**src/rtl/fetch_sequencer_pkg.sv**
```systemverilog
// ----------------------------------------------------------------------------
// fetch_sequencer_pkg
//   Shared definitions for the fetch sequencer: opcode constants, FSM state
//   encoding and the decode-stage dispatch helper.
//   No ports (package).
// ----------------------------------------------------------------------------
package fetch_sequencer_pkg;

   localparam int unsigned OPCODE_W = 4;
   localparam int unsigned STATE_W  = 3;

   localparam logic [OPCODE_W-1:0] OP_NOP   = 4'h0;
   localparam logic [OPCODE_W-1:0] OP_LOAD  = 4'h1;
   localparam logic [OPCODE_W-1:0] OP_STORE = 4'h2;
   localparam logic [OPCODE_W-1:0] OP_JMP   = 4'h8;
   localparam logic [OPCODE_W-1:0] OP_HALT  = 4'hF;

   localparam logic [STATE_W-1:0] S_IDLE     = 3'd0;
   localparam logic [STATE_W-1:0] S_FETCH    = 3'd1;
   localparam logic [STATE_W-1:0] S_DECODE   = 3'd2;
   localparam logic [STATE_W-1:0] S_EXEC_MEM = 3'd3;
   localparam logic [STATE_W-1:0] S_EXEC     = 3'd4;
   localparam logic [STATE_W-1:0] S_HALT     = 3'd5;

   typedef enum logic [STATE_W-1:0] {
      ST_IDLE     = S_IDLE,
      ST_FETCH    = S_FETCH,
      ST_DECODE   = S_DECODE,
      ST_EXEC_MEM = S_EXEC_MEM,
      ST_EXEC     = S_EXEC,
      ST_HALT     = S_HALT
   } state_e;

   // State entered after DECODE; unknown opcodes run as NOP through EXEC.
   function automatic state_e decode_next(input logic [OPCODE_W-1:0] op);
      state_e nxt;
      case (op)
         OP_HALT:           nxt = ST_HALT;
         OP_LOAD, OP_STORE: nxt = ST_EXEC_MEM;
         OP_NOP:            nxt = ST_EXEC;
         default:           nxt = ST_EXEC;
      endcase
      return nxt;
   endfunction

endpackage

```
**src/rtl/fetch_sequencer_if.sv**
```systemverilog
// ----------------------------------------------------------------------------
// fetch_sequencer_if
//   Memory-side bus of the fetch sequencer.
//   fetch      : 1 = instruction fetch cycle (downstream mux selects pcout)
//   pcout      : program counter
//   irout      : address field of the instruction register
//   mem_req    : memory request active
//   mem_we     : write request
//   mem_rdata  : memory read data
//   mem_ready  : memory completes the current request this cycle
// ----------------------------------------------------------------------------
interface fetch_sequencer_if #(
   parameter int unsigned ADDR_W = 28,
   parameter int unsigned DATA_W = 32
);
   logic              fetch;
   logic [ADDR_W-1:0] pcout;
   logic [ADDR_W-1:0] irout;
   logic              mem_req;
   logic              mem_we;
   logic [DATA_W-1:0] mem_rdata;
   logic              mem_ready;

   modport master (
      output fetch, pcout, irout, mem_req, mem_we,
      input  mem_rdata, mem_ready
   );

   modport slave (
      input  fetch, pcout, irout, mem_req, mem_we,
      output mem_rdata, mem_ready
   );
endinterface

```
**src/rtl/fetch_sequencer_pc_reg.sv**
```systemverilog
// ----------------------------------------------------------------------------
// fetch_sequencer_pc_reg
//   Program counter register: load, increment (wrapping) or hold.
//   clk, reset : clock, async active-high reset (loads RESET_PC)
//   load       : load load_val (priority over inc)
//   inc        : increment by one, modulo 2^ADDR_W
//   load_val   : value to load
//   pc         : current program counter
// ----------------------------------------------------------------------------
module fetch_sequencer_pc_reg #(
   parameter int unsigned           ADDR_W   = 28,
   parameter logic [ADDR_W-1:0]     RESET_PC = '0
) (
   input  logic              clk,
   input  logic              reset,
   input  logic              load,
   input  logic              inc,
   input  logic [ADDR_W-1:0] load_val,
   output logic [ADDR_W-1:0] pc
);

   logic [ADDR_W-1:0] pc_d;
   logic [ADDR_W-1:0] pc_q;

   // Next PC; the add naturally wraps at ADDR_W bits.
   always_comb begin
      pc_d = pc_q;
      if (load) begin
         pc_d = load_val;
      end else if (inc) begin
         pc_d = pc_q + ADDR_W'(1);
      end
   end

   always_ff @(posedge clk or posedge reset) begin
      if (reset) begin
         pc_q <= RESET_PC;
      end else begin
         pc_q <= pc_d;
      end
   end

   assign pc = pc_q;

endmodule

```
**src/rtl/fetch_sequencer.sv**
```systemverilog
// ----------------------------------------------------------------------------
// fetch_sequencer
//   Owns the program counter and instruction register and sequences the
//   fetch/decode/execute cycle against a variable-latency memory.
//   clk, reset     : clock, async active-high reset
//   stall          : freeze state, PC and IR
//   branch_en      : taken branch, honoured only in EXEC
//   branch_target  : branch destination
//   mem            : memory-side bus (fetch/pcout/irout/mem_req/mem_we out,
//                    mem_rdata/mem_ready in)
//   opcode         : IR opcode field
//   ir_valid       : one-cycle pulse while in DECODE
//   halted         : HALT reached
// ----------------------------------------------------------------------------
module fetch_sequencer
   import fetch_sequencer_pkg::*;
#(
   parameter int unsigned       ADDR_W   = 28,
   parameter int unsigned       DATA_W   = 32,
   parameter logic [ADDR_W-1:0] RESET_PC = '0
) (
   input  logic                clk,
   input  logic                reset,
   input  logic                stall,
   input  logic                branch_en,
   input  logic [ADDR_W-1:0]   branch_target,
   fetch_sequencer_if.master   mem,
   output logic [OPCODE_W-1:0] opcode,
   output logic                ir_valid,
   output logic                halted
);

   state_e            state_d, state_q;
   logic [DATA_W-1:0] ir_d, ir_q;
   logic              fetch_d, fetch_q;
   logic              mem_req_d, mem_req_q;
   logic              mem_we_d, mem_we_q;
   logic              ir_valid_d, ir_valid_q;
   logic              halted_d, halted_q;

   logic              pc_load;
   logic              pc_inc;
   logic [ADDR_W-1:0] pc_load_val;
   logic [ADDR_W-1:0] pc;

   logic [OPCODE_W-1:0] ir_op;
   logic [ADDR_W-1:0]   ir_addr;

   assign ir_op   = ir_q[DATA_W-1 -: OPCODE_W];
   assign ir_addr = ir_q[ADDR_W-1:0];

   fetch_sequencer_pc_reg #(
      .ADDR_W   (ADDR_W),
      .RESET_PC (RESET_PC)
   ) u_pc_reg (
      .clk      (clk),
      .reset    (reset),
      .load     (pc_load),
      .inc      (pc_inc),
      .load_val (pc_load_val),
      .pc       (pc)
   );

   // Next-state, IR and PC control; stall holds everything.
   always_comb begin
      state_d     = state_q;
      ir_d        = ir_q;
      pc_load     = 1'b0;
      pc_inc      = 1'b0;
      pc_load_val = branch_target;

      if (!stall) begin
         case (state_q)
            ST_IDLE: state_d = ST_FETCH;
            ST_FETCH: begin
               if (mem.mem_ready) begin
                  ir_d    = mem.mem_rdata;
                  pc_inc  = 1'b1;
                  state_d = ST_DECODE;
               end
            end
            ST_DECODE: state_d = decode_next(ir_op);
            ST_EXEC_MEM: begin
               if (mem.mem_ready) begin
                  state_d = ST_FETCH;
               end
            end
            ST_EXEC: begin
               // JMP wins over a simultaneous taken branch.
               if (ir_op == OP_JMP) begin
                  pc_load     = 1'b1;
                  pc_load_val = ir_addr;
               end else if (branch_en) begin
                  pc_load     = 1'b1;
                  pc_load_val = branch_target;
               end
               state_d = ST_FETCH;
            end
            ST_HALT: state_d = ST_HALT;
            default: state_d = ST_IDLE;
         endcase
      end

      // Outputs are registered copies of the decode of the next state.
      fetch_d    = (state_d == ST_FETCH);
      mem_req_d  = (state_d == ST_FETCH) || (state_d == ST_EXEC_MEM);
      mem_we_d   = (state_d == ST_EXEC_MEM) && (ir_d[DATA_W-1 -: OPCODE_W] == OP_STORE);
      ir_valid_d = (state_d == ST_DECODE);
      halted_d   = (state_d == ST_HALT);
   end

   // FSM, IR and output registers.
   always_ff @(posedge clk or posedge reset) begin
      if (reset) begin
         state_q    <= ST_IDLE;
         ir_q       <= '0;
         fetch_q    <= 1'b0;
         mem_req_q  <= 1'b0;
         mem_we_q   <= 1'b0;
         ir_valid_q <= 1'b0;
         halted_q   <= 1'b0;
      end else begin
         state_q    <= state_d;
         ir_q       <= ir_d;
         fetch_q    <= fetch_d;
         mem_req_q  <= mem_req_d;
         mem_we_q   <= mem_we_d;
         ir_valid_q <= ir_valid_d;
         halted_q   <= halted_d;
      end
   end

   assign mem.fetch   = fetch_q;
   assign mem.pcout   = pc;
   assign mem.irout   = ir_addr;
   assign mem.mem_req = mem_req_q;
   assign mem.mem_we  = mem_we_q;
   assign opcode      = ir_op;
   assign ir_valid    = ir_valid_q;
   assign halted      = halted_q;

endmodule

```
**src/flat_wrapper.sv**
```systemverilog
// flat-port wrapper written by rule: the top's interface ports become plain ports
module fetch_sequencer_flat import fetch_sequencer_pkg::*;
#(
   parameter int unsigned       ADDR_W   = 28,
   parameter int unsigned       DATA_W   = 32,
   parameter logic [ADDR_W-1:0] RESET_PC = '0
)
  (clk, reset, stall, branch_en, branch_target, opcode, ir_valid, halted, mem_fetch, mem_pcout, mem_irout, mem_mem_req, mem_mem_we, mem_mem_rdata, mem_mem_ready);
  fetch_sequencer_if #(.ADDR_W(ADDR_W), .DATA_W(DATA_W)) mem_i ();
  input  logic clk;
  input  logic reset;
  input  logic stall;
  input  logic branch_en;
  input  logic [ADDR_W-1:0] branch_target;
  output logic [OPCODE_W-1:0] opcode;
  output logic ir_valid;
  output logic halted;
  output wire logic [$bits(mem_i.fetch)-1:0] mem_fetch;
  output wire logic [$bits(mem_i.pcout)-1:0] mem_pcout;
  output wire logic [$bits(mem_i.irout)-1:0] mem_irout;
  output wire logic [$bits(mem_i.mem_req)-1:0] mem_mem_req;
  output wire logic [$bits(mem_i.mem_we)-1:0] mem_mem_we;
  input wire logic [$bits(mem_i.mem_rdata)-1:0] mem_mem_rdata;
  input wire logic [$bits(mem_i.mem_ready)-1:0] mem_mem_ready;
  assign mem_fetch = mem_i.fetch;
  assign mem_pcout = mem_i.pcout;
  assign mem_irout = mem_i.irout;
  assign mem_mem_req = mem_i.mem_req;
  assign mem_mem_we = mem_i.mem_we;
  assign mem_i.mem_rdata = mem_mem_rdata;
  assign mem_i.mem_ready = mem_mem_ready;
  fetch_sequencer #(.ADDR_W(ADDR_W), .DATA_W(DATA_W), .RESET_PC(RESET_PC)) u_core (.clk(clk), .reset(reset), .stall(stall), .branch_en(branch_en), .branch_target(branch_target), .mem(mem_i), .opcode(opcode), .ir_valid(ir_valid), .halted(halted));
endmodule
```
**config.mk**
```make
export PLATFORM = sky130hd
export DESIGN_NAME = fetch_sequencer_flat
export DESIGN_NICKNAME = d
export VERILOG_FILES = /design/src/rtl/fetch_sequencer_pkg.sv /design/src/rtl/fetch_sequencer_if.sv /design/src/rtl/fetch_sequencer_pc_reg.sv /design/src/rtl/fetch_sequencer.sv /design/src/flat_wrapper.sv
export SDC_FILE = /design/constraint.sdc
export NUM_CORES = 1
export LEC_CHECK = 0
export CORE_MARGIN = 3
export CORE_UTILIZATION = 46
export CTS_CLUSTER_SIZE = 25
export DETAILED_ROUTE_END_ITERATION = 8
export MAX_ROUTING_LAYER = met4
export PLACE_DENSITY = 0.81
export SKIP_CTS_REPAIR_TIMING = 1
export SYNTH_ARGS = -nofsm -noshare
export SYNTH_HDL_FRONTEND = slang
export SYNTH_SLANG_ARGS = --single-unit
```
**constraint.sdc**
```tcl
create_clock -name clk -period 2.8 [get_ports clk]
set_input_delay 0.84 -clock clk [delete_from_list [all_inputs] [get_ports clk]]
set_output_delay 0.84 -clock clk [all_outputs]
set_load 0.01 [all_outputs]
```
==> results of run 1 <==
-- state kept, by name (all words and copies together), names as in the netlist --
signal              cells
u_core.ir_valid         1
u_core.mem.fetch        1
u_core.state_q          3
u_core.halted           1
u_core.u_pc_reg.pc     28
u_core.ir_q            32
u_core.mem.mem_we       1
u_core.mem.mem_req      1
-- layout make-up --
cell class / instances / area (um2) / area share [%]
clock inverter: 6 / 87.6 / 1.63
sequential: 68 / 1700 / 31.7
multi-input combinational: 309 / 1830 / 34.0
inverter: 11 / 41.3 / 0.769
tap: 102 / 128 / 2.38
timing repair buffer: 148 / 1450 / 26.9
clock buffer: 10 / 138 / 2.56
-- kinds of logic (layout without fill, tap and decap cells) --
kind of cell / after synthesis / count (layout) / synth area share, %
AO/OA/AOI/OAI: 89 / 89 / 16.7
XOR/XNOR: 14 / 14 / 3.31
adder cells (fa/ha/maj): 1 / 1 / 0.337
buffers and inverters: 35 / 175 / 4.92
flip-flops: 68 / 68 / 45.9
multiplexers: 3 / 3 / 0.877
AND/OR/NAND/NOR: 202 / 202 / 28.0
-- layout by cell type, fill, tap and decap left out, types with 5 or more instances in the layout --
cell type	count
sky130_fd_sc_hd__nand3_1	14
sky130_fd_sc_hd__a21oi_1	13
sky130_fd_sc_hd__a211oi_1	5
sky130_fd_sc_hd__a22oi_1	8
sky130_fd_sc_hd__dfrtp_1	68
sky130_fd_sc_hd__nor3_1	7
sky130_fd_sc_hd__clkdlybuf4s50_1	129
sky130_fd_sc_hd__a31oi_1	5
sky130_fd_sc_hd__nor2_1	18
sky130_fd_sc_hd__nand4_1	10
sky130_fd_sc_hd__nand2_1	111
sky130_fd_sc_hd__clkbuf_8	10
sky130_fd_sc_hd__nand3b_1	5
sky130_fd_sc_hd__inv_1	10
sky130_fd_sc_hd__xnor2_1	5
sky130_fd_sc_hd__and3_1	6
sky130_fd_sc_hd__o22ai_1	9
sky130_fd_sc_hd__a21o_1	6
sky130_fd_sc_hd__a311oi_1	7
sky130_fd_sc_hd__o21ai_0	15
sky130_fd_sc_hd__xor2_1	9
sky130_fd_sc_hd__buf_4	18
sky130_fd_sc_hd__and2_1	5
-- through the flow --
step	utilization (%)	cell area, um2	power [mW]	instances	hold slack (ns)
floorplan	-	3710	2.97	412	0.525
global placement	66.2	5140	4.20	638	0.484
detailed placement	66.2	5140	4.28	638	0.489
CTS	69.1	5370	5.21	654	0.511
global route	69.1	5370	5.53	654	0.531
finish	69.1	5370	5.20	654	0.508
-- metal layers --
| metal | up-vias | GRT usage [%] | part of all wire [%] |
|---|---|---|---|
| met5 | - | - | 0 |
| met4 | 0 | 10.9 | 2.4 |
| met3 | 29 | 4.69 | 6.4 |
| met2 | 167 | 41.2 | 48 |
| met1 | 1705 | 36.9 | 43 |
| li1 | 1738 | - | - |
-- how the worst max path moves through the flow --
stage                   from  slack, ns  cells after the start                                 end
2_1_floorplan          reset       0.25                      1             u_core.halted$_DFF_PP0_
3_3_place_gp           stall       0.13                      6  u_core.u_pc_reg.pc[20]$_DFFE_PP0P_
3_5_place_dp   mem_mem_ready       0.04                      7  u_core.u_pc_reg.pc[26]$_DFFE_PP0P_
4_1_cts        mem_mem_ready       0.41                      7   u_core.u_pc_reg.pc[9]$_DFFE_PP0P_
5_1_grt                stall       0.21                      6  u_core.u_pc_reg.pc[21]$_DFFE_PP0P_
6_report       mem_mem_ready       0.35                      7  u_core.u_pc_reg.pc[26]$_DFFE_PP0P_
-- worst max-delay path: cells and delay by family --
family / cells / cell delay, ns
AOI/OAI and AO/OA: 2 / 0.35
buffers and inverters: 2 / 0.88
and+or+nand+nor: 3 / 0.61
-- power by group through the flow --
stage / clock network [mW] / registers, mW / logic, mW
finish: 0.926 / 2.00 / 2.28
global route: 0.973 / 2.07 / 2.49
CTS: 0.927 / 1.98 / 2.30
detailed placement: 0 / 1.99 / 2.28
global placement: 0 / 1.96 / 2.24
floorplan: 0 / 2.04 / 0.925
==> reports/qor_table.md, run 1 <==
| Parameter | This run |
| --- | --- |
| Status | completed |
| Synthesized flop and latch total | 68 |
| Effective utilization at floorplan | 47.8% |
| Number of top-level pins | 130 |
| Clock share of power | 17.8% |
| Worst Setup Slack post-DPL | 0.0441 ns |
| HP Start | u_core.ir_q[3]$_DFFE_PP0P_ |
| Routed vias | 3639 |
| TritonCTS clock tree | done |
| Sw Pwr | 2.00 mW |
| Number of nets with antenna violations after detailed routing | 0 |
| Number of clock sinks | 68 |
| Hold Path End | u_core.ir_q[3]$_DFFE_PP0P_ |
| Maximum clock skew at final layout | 0.0145 ns |
| Main synth FF type | sky130_fd_sc_hd__dfrtp_1 |
| Buffer cell driving the clock tree root | sky130_fd_sc_hd__clkbuf_8 |
| Critical-path cell with the highest stage delay | sky130_fd_sc_hd__clkdlybuf4s50_1 |
| Clock transition at the registers of the reported paths | 0.08 ns |
| Peak fanout along the critical path | 24 |
| Average wire length per cell after detail routing | 17.8 um |
| Most used standard cell by instance count after synthesis | sky130_fd_sc_hd__nand2_1 |
| Quantity of I/O buffers inserted on ports | 129 |
| Count of pins over their slew limit | 0 |
| Worst-Skew Late Latency | 0.35 ns |
| First-pass GRT wire length | 18.8 mm |
| Sequential fraction of the synthesis area | 45.9% |
| Final weighted congestion in routability-driven placement | 0.927 |
| Capture instance of the worst register-to-register path | u_core.u_pc_reg.pc[14]$_DFFE_PP0P_ |
| Crit Reg-Reg Startpoint | u_core.ir_q[28]$_DFF_PP0_ |
| Number of maximum-capacitance violations | 0 |
| Worst-Margin Slew | 0.622 ns |
| Global route total overflow | 0 |
| Synthesized netlist net count | 478 |
| Netlist Area Pre-Place | 3710 um2 |
| Maximum number of pins on one net before global-route repair | 34 |
| Htree depth | 3 |
| Leading cell types by total area after synthesis | sky130_fd_sc_hd__dfrtp_1, sky130_fd_sc_hd__nand2_1, sky130_fd_sc_hd__xor2_1 |
| Fillcell total | 623 |
| Startpoint types | input port |
| Endpoint type of the worst setup path | flop |
| Setup repair after global routing missed its margin | false |
| Static leakage | 2.31 nW |
| Die Footprint | 9180 um2 |
| Dominant cell type by area after synthesis | sky130_fd_sc_hd__dfrtp_1 |
| Hold violation total from the final report | 0 |
| Worst reg2reg setup slack | 0.60 ns |
| Pre-Repair DR Iteration Count | 5 |
| Slack of the critical path | 0.349 ns |
| Initial antenna violation count | 0 |
| Post-Synthesis Cells | 412 |
| Worst Hold Class | reg -> reg |
| Share of cells above drive strength 1 | 9.42% |
| Total negative slack for setup checks | 0 ns |
| Avg Synthesized Cell Area | 9.00 um2 |
| Number of cells on the worst reg-to-reg path | 5 |
| Number of nets in the layout | 613 |
| Chip width | 95.8 um |
| Minimum clock period after layout | 2.45 ns |
| Critical-path cell list | clkdlybuf4s50_1 -> nand4bb_4 -> nor2_2 -> buf_4 -> or3_1 -> o21ai_0 -> a311oi_1 |
| Layout-stage area growth over the synthesis result | 44.8% |
| Largest incremental delay on the critical path | 0.54 ns |
| Unique masters post-synth | 54 |
| Yosys warns | 0 |
| Core outline area | 7770 um2 |
| Clk buf depth | 2 |
| # diodes | 0 |
| Total clock buffers created by CTS | 9 |
| Final Cycle Share | 87.5% |
| Cell depth of the worst min-delay path | 2 |
| Sw Share | 38.5% |
| Site row count | 32 |
| Post-route DRC | 0 |
| Async S/R FF share, synth | 100% |
| Die extent in y | 95.8 um |
| Power density cells | 969 nW/um2 |
| Relative slew slack | 58.5% |
| Proportion of power drawn by flip-flops and latches | 38.4% |
| Overall routing resource usage | 27.4% |
| Via count of the first global-routing pass | 3667 |
| Peak supply drop | 0.000561 V |
| Detailed placement HPWL | 8.91 mm |
| WS Path Type | in -> reg |
| Portion of synthesized cell area occupied by the leading cell type | 45.9% |
| Share of power burned in combinational logic | 43.8% |
| Number of design-rule violations left by the first detailed-router iteration | 287 |
| Final routed wirelength across all metal layers | 11.6 mm |
| Crit path arrival time | 2.69 ns |
| Required time of the worst setup path | 3.04 ns |
| Internal Power | 3.20 mW |
| Achievable frequency | 0.408 GHz |
| Final setup violation count | 0 |
| Synth top cells by count | sky130_fd_sc_hd__nand2_1, sky130_fd_sc_hd__dfrtp_1, sky130_fd_sc_hd__nor2_1 |
| Post-synth EDFFs | 0 |
| Detail-routed via count per cell | 5.56 |
Power figures use the tool's default switching activity.
==> run 2, diff against run 1 <==
HOLD_SLACK_MARGIN = 0.03   (was not set)
SLEW_MARGIN = 5   (was not set)
clock period = 2.3 ns   (was 2.8 ns; I/O delays follow)
==> run 2 against run 1 <==
Net effect: critical endpoint is now u_core.mem.mem_we$_DFF_PP0_; utilization rose by 1.8 points; clock-buffer cell count rose by 1; clock power rose by 20%; global-route usage fell by 0.18 points; combinational power rose by 27%; setup slack got worse by 0.30 ns; register-to-register slack got worse by 0.33 ns; via count rose by 4.0%; largest cell class unchanged; final area rose by 2.6%.
==> reports/qor_table.md, run 2 (synthesis gave the netlist of run 1 again) <==
| Parameter | This run | vs previous |
| --- | --- | --- |
| Crit Reg-Reg Startpoint | u_core.ir_q[29]$_DFF_PP0_ |  |
| Number of nets with antenna violations after detailed routing | 0 | unchanged |
| WS Path Type | in -> reg |  |
| Clock transition at the registers of the reported paths | 0.07 ns | about the same |
| Number of nets in the layout | 628 | +2.4% |
| # diodes | 0 | unchanged |
| Startpoint types | input port |  |
| Routing usage on met3 | 5.79% | +1.1 points |
| Layer carrying the most global-route usage | met2 |  |
| Total clock buffers created by CTS | 9 | unchanged |
| Most common cell after layout, fill and taps aside | sky130_fd_sc_hd__clkdlybuf4s50_1 |  |
| Required time of the worst setup path | 2.58 ns | -0.46 ns |
| Global route total overflow | 0 | unchanged |
| Peak fanout along the critical path | 6 | -75% |
| Peak supply drop | 0.000662 V | +18% |
| Share of power burned in combinational logic | 45.2% | +1.4 points |
| Number of clock sinks | 68 | unchanged |
| Internal Power | 3.95 mW | +23% |
| GR met2 Demand/Resource | 42.3% | +1.0 points |
| Crit path arrival time | 2.54 ns | -0.15 ns |
| Chip width | 95.8 um | unchanged |
| Site row count | 32 | unchanged |
| Reg area | 1700 um2 | unchanged |
| Detailed placement HPWL | 9.04 mm | +1.4% |
| Count of pins over their slew limit | 0 | unchanged |
| Pre-Repair DR Iteration Count | 4 | -1 |
| Hold violation total from the final report | 0 | unchanged |
| Static leakage | 2.39 nW | +3.5% |
| Status | completed |  |
| First-pass GRT wire length | 18.3 mm | -2.4% |
| Routed vias | 3785 | +4.0% |
| Worst Hold Class | reg -> reg |  |
| Quantity of I/O buffers inserted on ports | 129 | unchanged |
| Core outline area | 7770 um2 | unchanged |
| Proportion of power drawn by flip-flops and latches | 37.4% | -1.0 points |
| Final core occ | 70.9% | +1.8 points |
| Overall routing resource usage | 27.2% | -0.18 points |
| Commonest non-fill, non-tap cells in the layout | sky130_fd_sc_hd__clkdlybuf4s50_1, sky130_fd_sc_hd__nand2_1, sky130_fd_sc_hd__dfrtp_1 |  |
| Clk buf depth | 2 | unchanged |
| Worst-Skew Late Latency | 0.35 ns | about the same |
| Critical path startpoint | mem_mem_ready |  |
| HP Start | u_core.ir_q[27]$_DFFE_PP0P_ |  |
| Fillcell total | 611 | -1.9% |
| Maximum number of pins on one net before global-route repair | 37 | +8.8% |
| Endpoint type of the worst setup path | flop |  |
| Max FFs per register | 32 | unchanged |
| Total negative slack for setup checks | 0 ns | unchanged |
| Global-route track usage on met1 | 35.3% | -1.5 points |
| Final weighted congestion in routability-driven placement | 0.860 | -7.3% |
| TritonCTS clock tree | done |  |
| Clock share of power | 17.4% | -0.4 points |
| Number of top-level pins | 130 | unchanged |
| Via count of the first global-routing pass | 3684 | +0.46% |
| Sw Pwr | 2.44 mW | +22% |
| Die Footprint | 9180 um2 | unchanged |
| Worst reg2reg setup slack | 0.27 ns | -0.33 ns |
| Final Cycle Share | 98.1% |  |
| Power density cells | 1160 nW/um2 | +20% |
| Post-route DRC | 0 | unchanged |
| Detail-routed via count per cell | 5.66 | +1.7% |
| Number of design-rule violations left by the first detailed-router iteration | 260 | -9.4% |
| Capture instance of the worst register-to-register path | u_core.u_pc_reg.pc[9]$_DFFE_PP0P_ |  |
| Number of cells on the worst reg-to-reg path | 6 | +1 |
| Final routed wirelength across all metal layers | 11.8 mm | +1.0% |
| Maximum clock skew at final layout | 0.0115 ns | -0.00297 ns |
| Worst-Margin Slew | 0.509 ns | -0.113 ns |
| Initial antenna violation count | 0 | unchanged |
| Die extent in y | 95.8 um | unchanged |
| Average wire length per cell after detail routing | 17.6 um | -1.3% |
| Minimum clock period after layout | 2.26 ns |  |
| Number of maximum-capacitance violations | 0 | unchanged |
| Layout-stage area growth over the synthesis result | 48.5% |  |
| Sw Share | 38.2% | -0.32 points |
| Share of cells above drive strength 1 | 12.0% | +2.6 points |
| Relative slew slack | 66.0% | +7.5 points |
| Effective utilization at floorplan | 47.8% | unchanged |
| Achievable frequency | 0.443 GHz |  |
| Last element of the critical path | u_core.mem.mem_we$_DFF_PP0_ |  |
| Buffer cell driving the clock tree root | sky130_fd_sc_hd__clkbuf_8 |  |
| Total area of multi-input combinational cells | 1830 um2 | +0.27% |
| Final setup violation count | 0 | unchanged |
| Largest register by flop count | u_core.ir_q |  |
| Htree depth | 3 | unchanged |
## run 2: cell type report
class	count	area share [%]
Sequential cell	68	30.9
Tap cell	102	2.32
Multi-Input combinational cell	309	33.3
Clock inverter	5	1.54
Inverter	11	0.818
Timing Repair Buffer	163	28.6
Clock buffer	11	2.57
## run 2: stage by stage
step | hold slack, ns | instances | power (mW) | instance area, um2 | setup slack (ns)
5_1_grt | 0.557 | 669 | 6.78 | 5510 | -0.0218
3_5_place_dp | 0.491 | 653 | 5.25 | 5270 | -0.272
3_3_place_gp | 0.488 | 653 | 5.16 | 5270 | -0.246
4_1_cts | 0.513 | 669 | 6.39 | 5500 | 0.0860
2_1_floorplan | 0.525 | 412 | 3.61 | 3710 | 0.324
6_report | 0.515 | 669 | 6.39 | 5510 | 0.0445
## run 2: how the worst min path moves through the flow
stage | endpoint | slack, ns | cells past startpoint
after detailed placement | u_core.ir_q[9]$_DFFE_PP0P_ | 0.49 | 2
after floorplan | u_core.ir_q[11]$_DFFE_PP0P_ | 0.52 | 2
final | u_core.ir_q[27]$_DFFE_PP0P_ | 0.51 | 2
after global routing | u_core.ir_q[3]$_DFFE_PP0P_ | 0.56 | 2
after global placement | u_core.ir_q[27]$_DFFE_PP0P_ | 0.49 | 2
after CTS | u_core.ir_q[27]$_DFFE_PP0P_ | 0.51 | 2
## run 2: layer usage
metal  up-vias  part of all wire [%]  wire (um)
met5         -                     0          0
met4         0                   3.2        372
met3        31                   7.4        874
met2       184                    49       5730
met1      1807                    41       4780
li1       1763                     -          -
## run 2: power groups by stage
stage | clock network, mW | logic [mW] | registers, mW
after floorplan | 0 | 1.13 | 2.49
after detailed placement | 0 | 2.86 | 2.39
after global placement | 0 | 2.79 | 2.37
after CTS | 1.12 | 2.90 | 2.38
after global routing | 1.17 | 3.14 | 2.47
final | 1.11 | 2.89 | 2.39
## run 2: worst max-delay path, stage by stage
cell,delay (ns)
sky130_fd_sc_hd__clkdlybuf4s50_1,0.53
sky130_fd_sc_hd__nand4bb_4,0.22
sky130_fd_sc_hd__nor2_2,0.29
sky130_fd_sc_hd__mux2_2,0.38
sky130_fd_sc_hd__a211oi_1,0.19
sky130_fd_sc_hd__and4bb_2,0.24
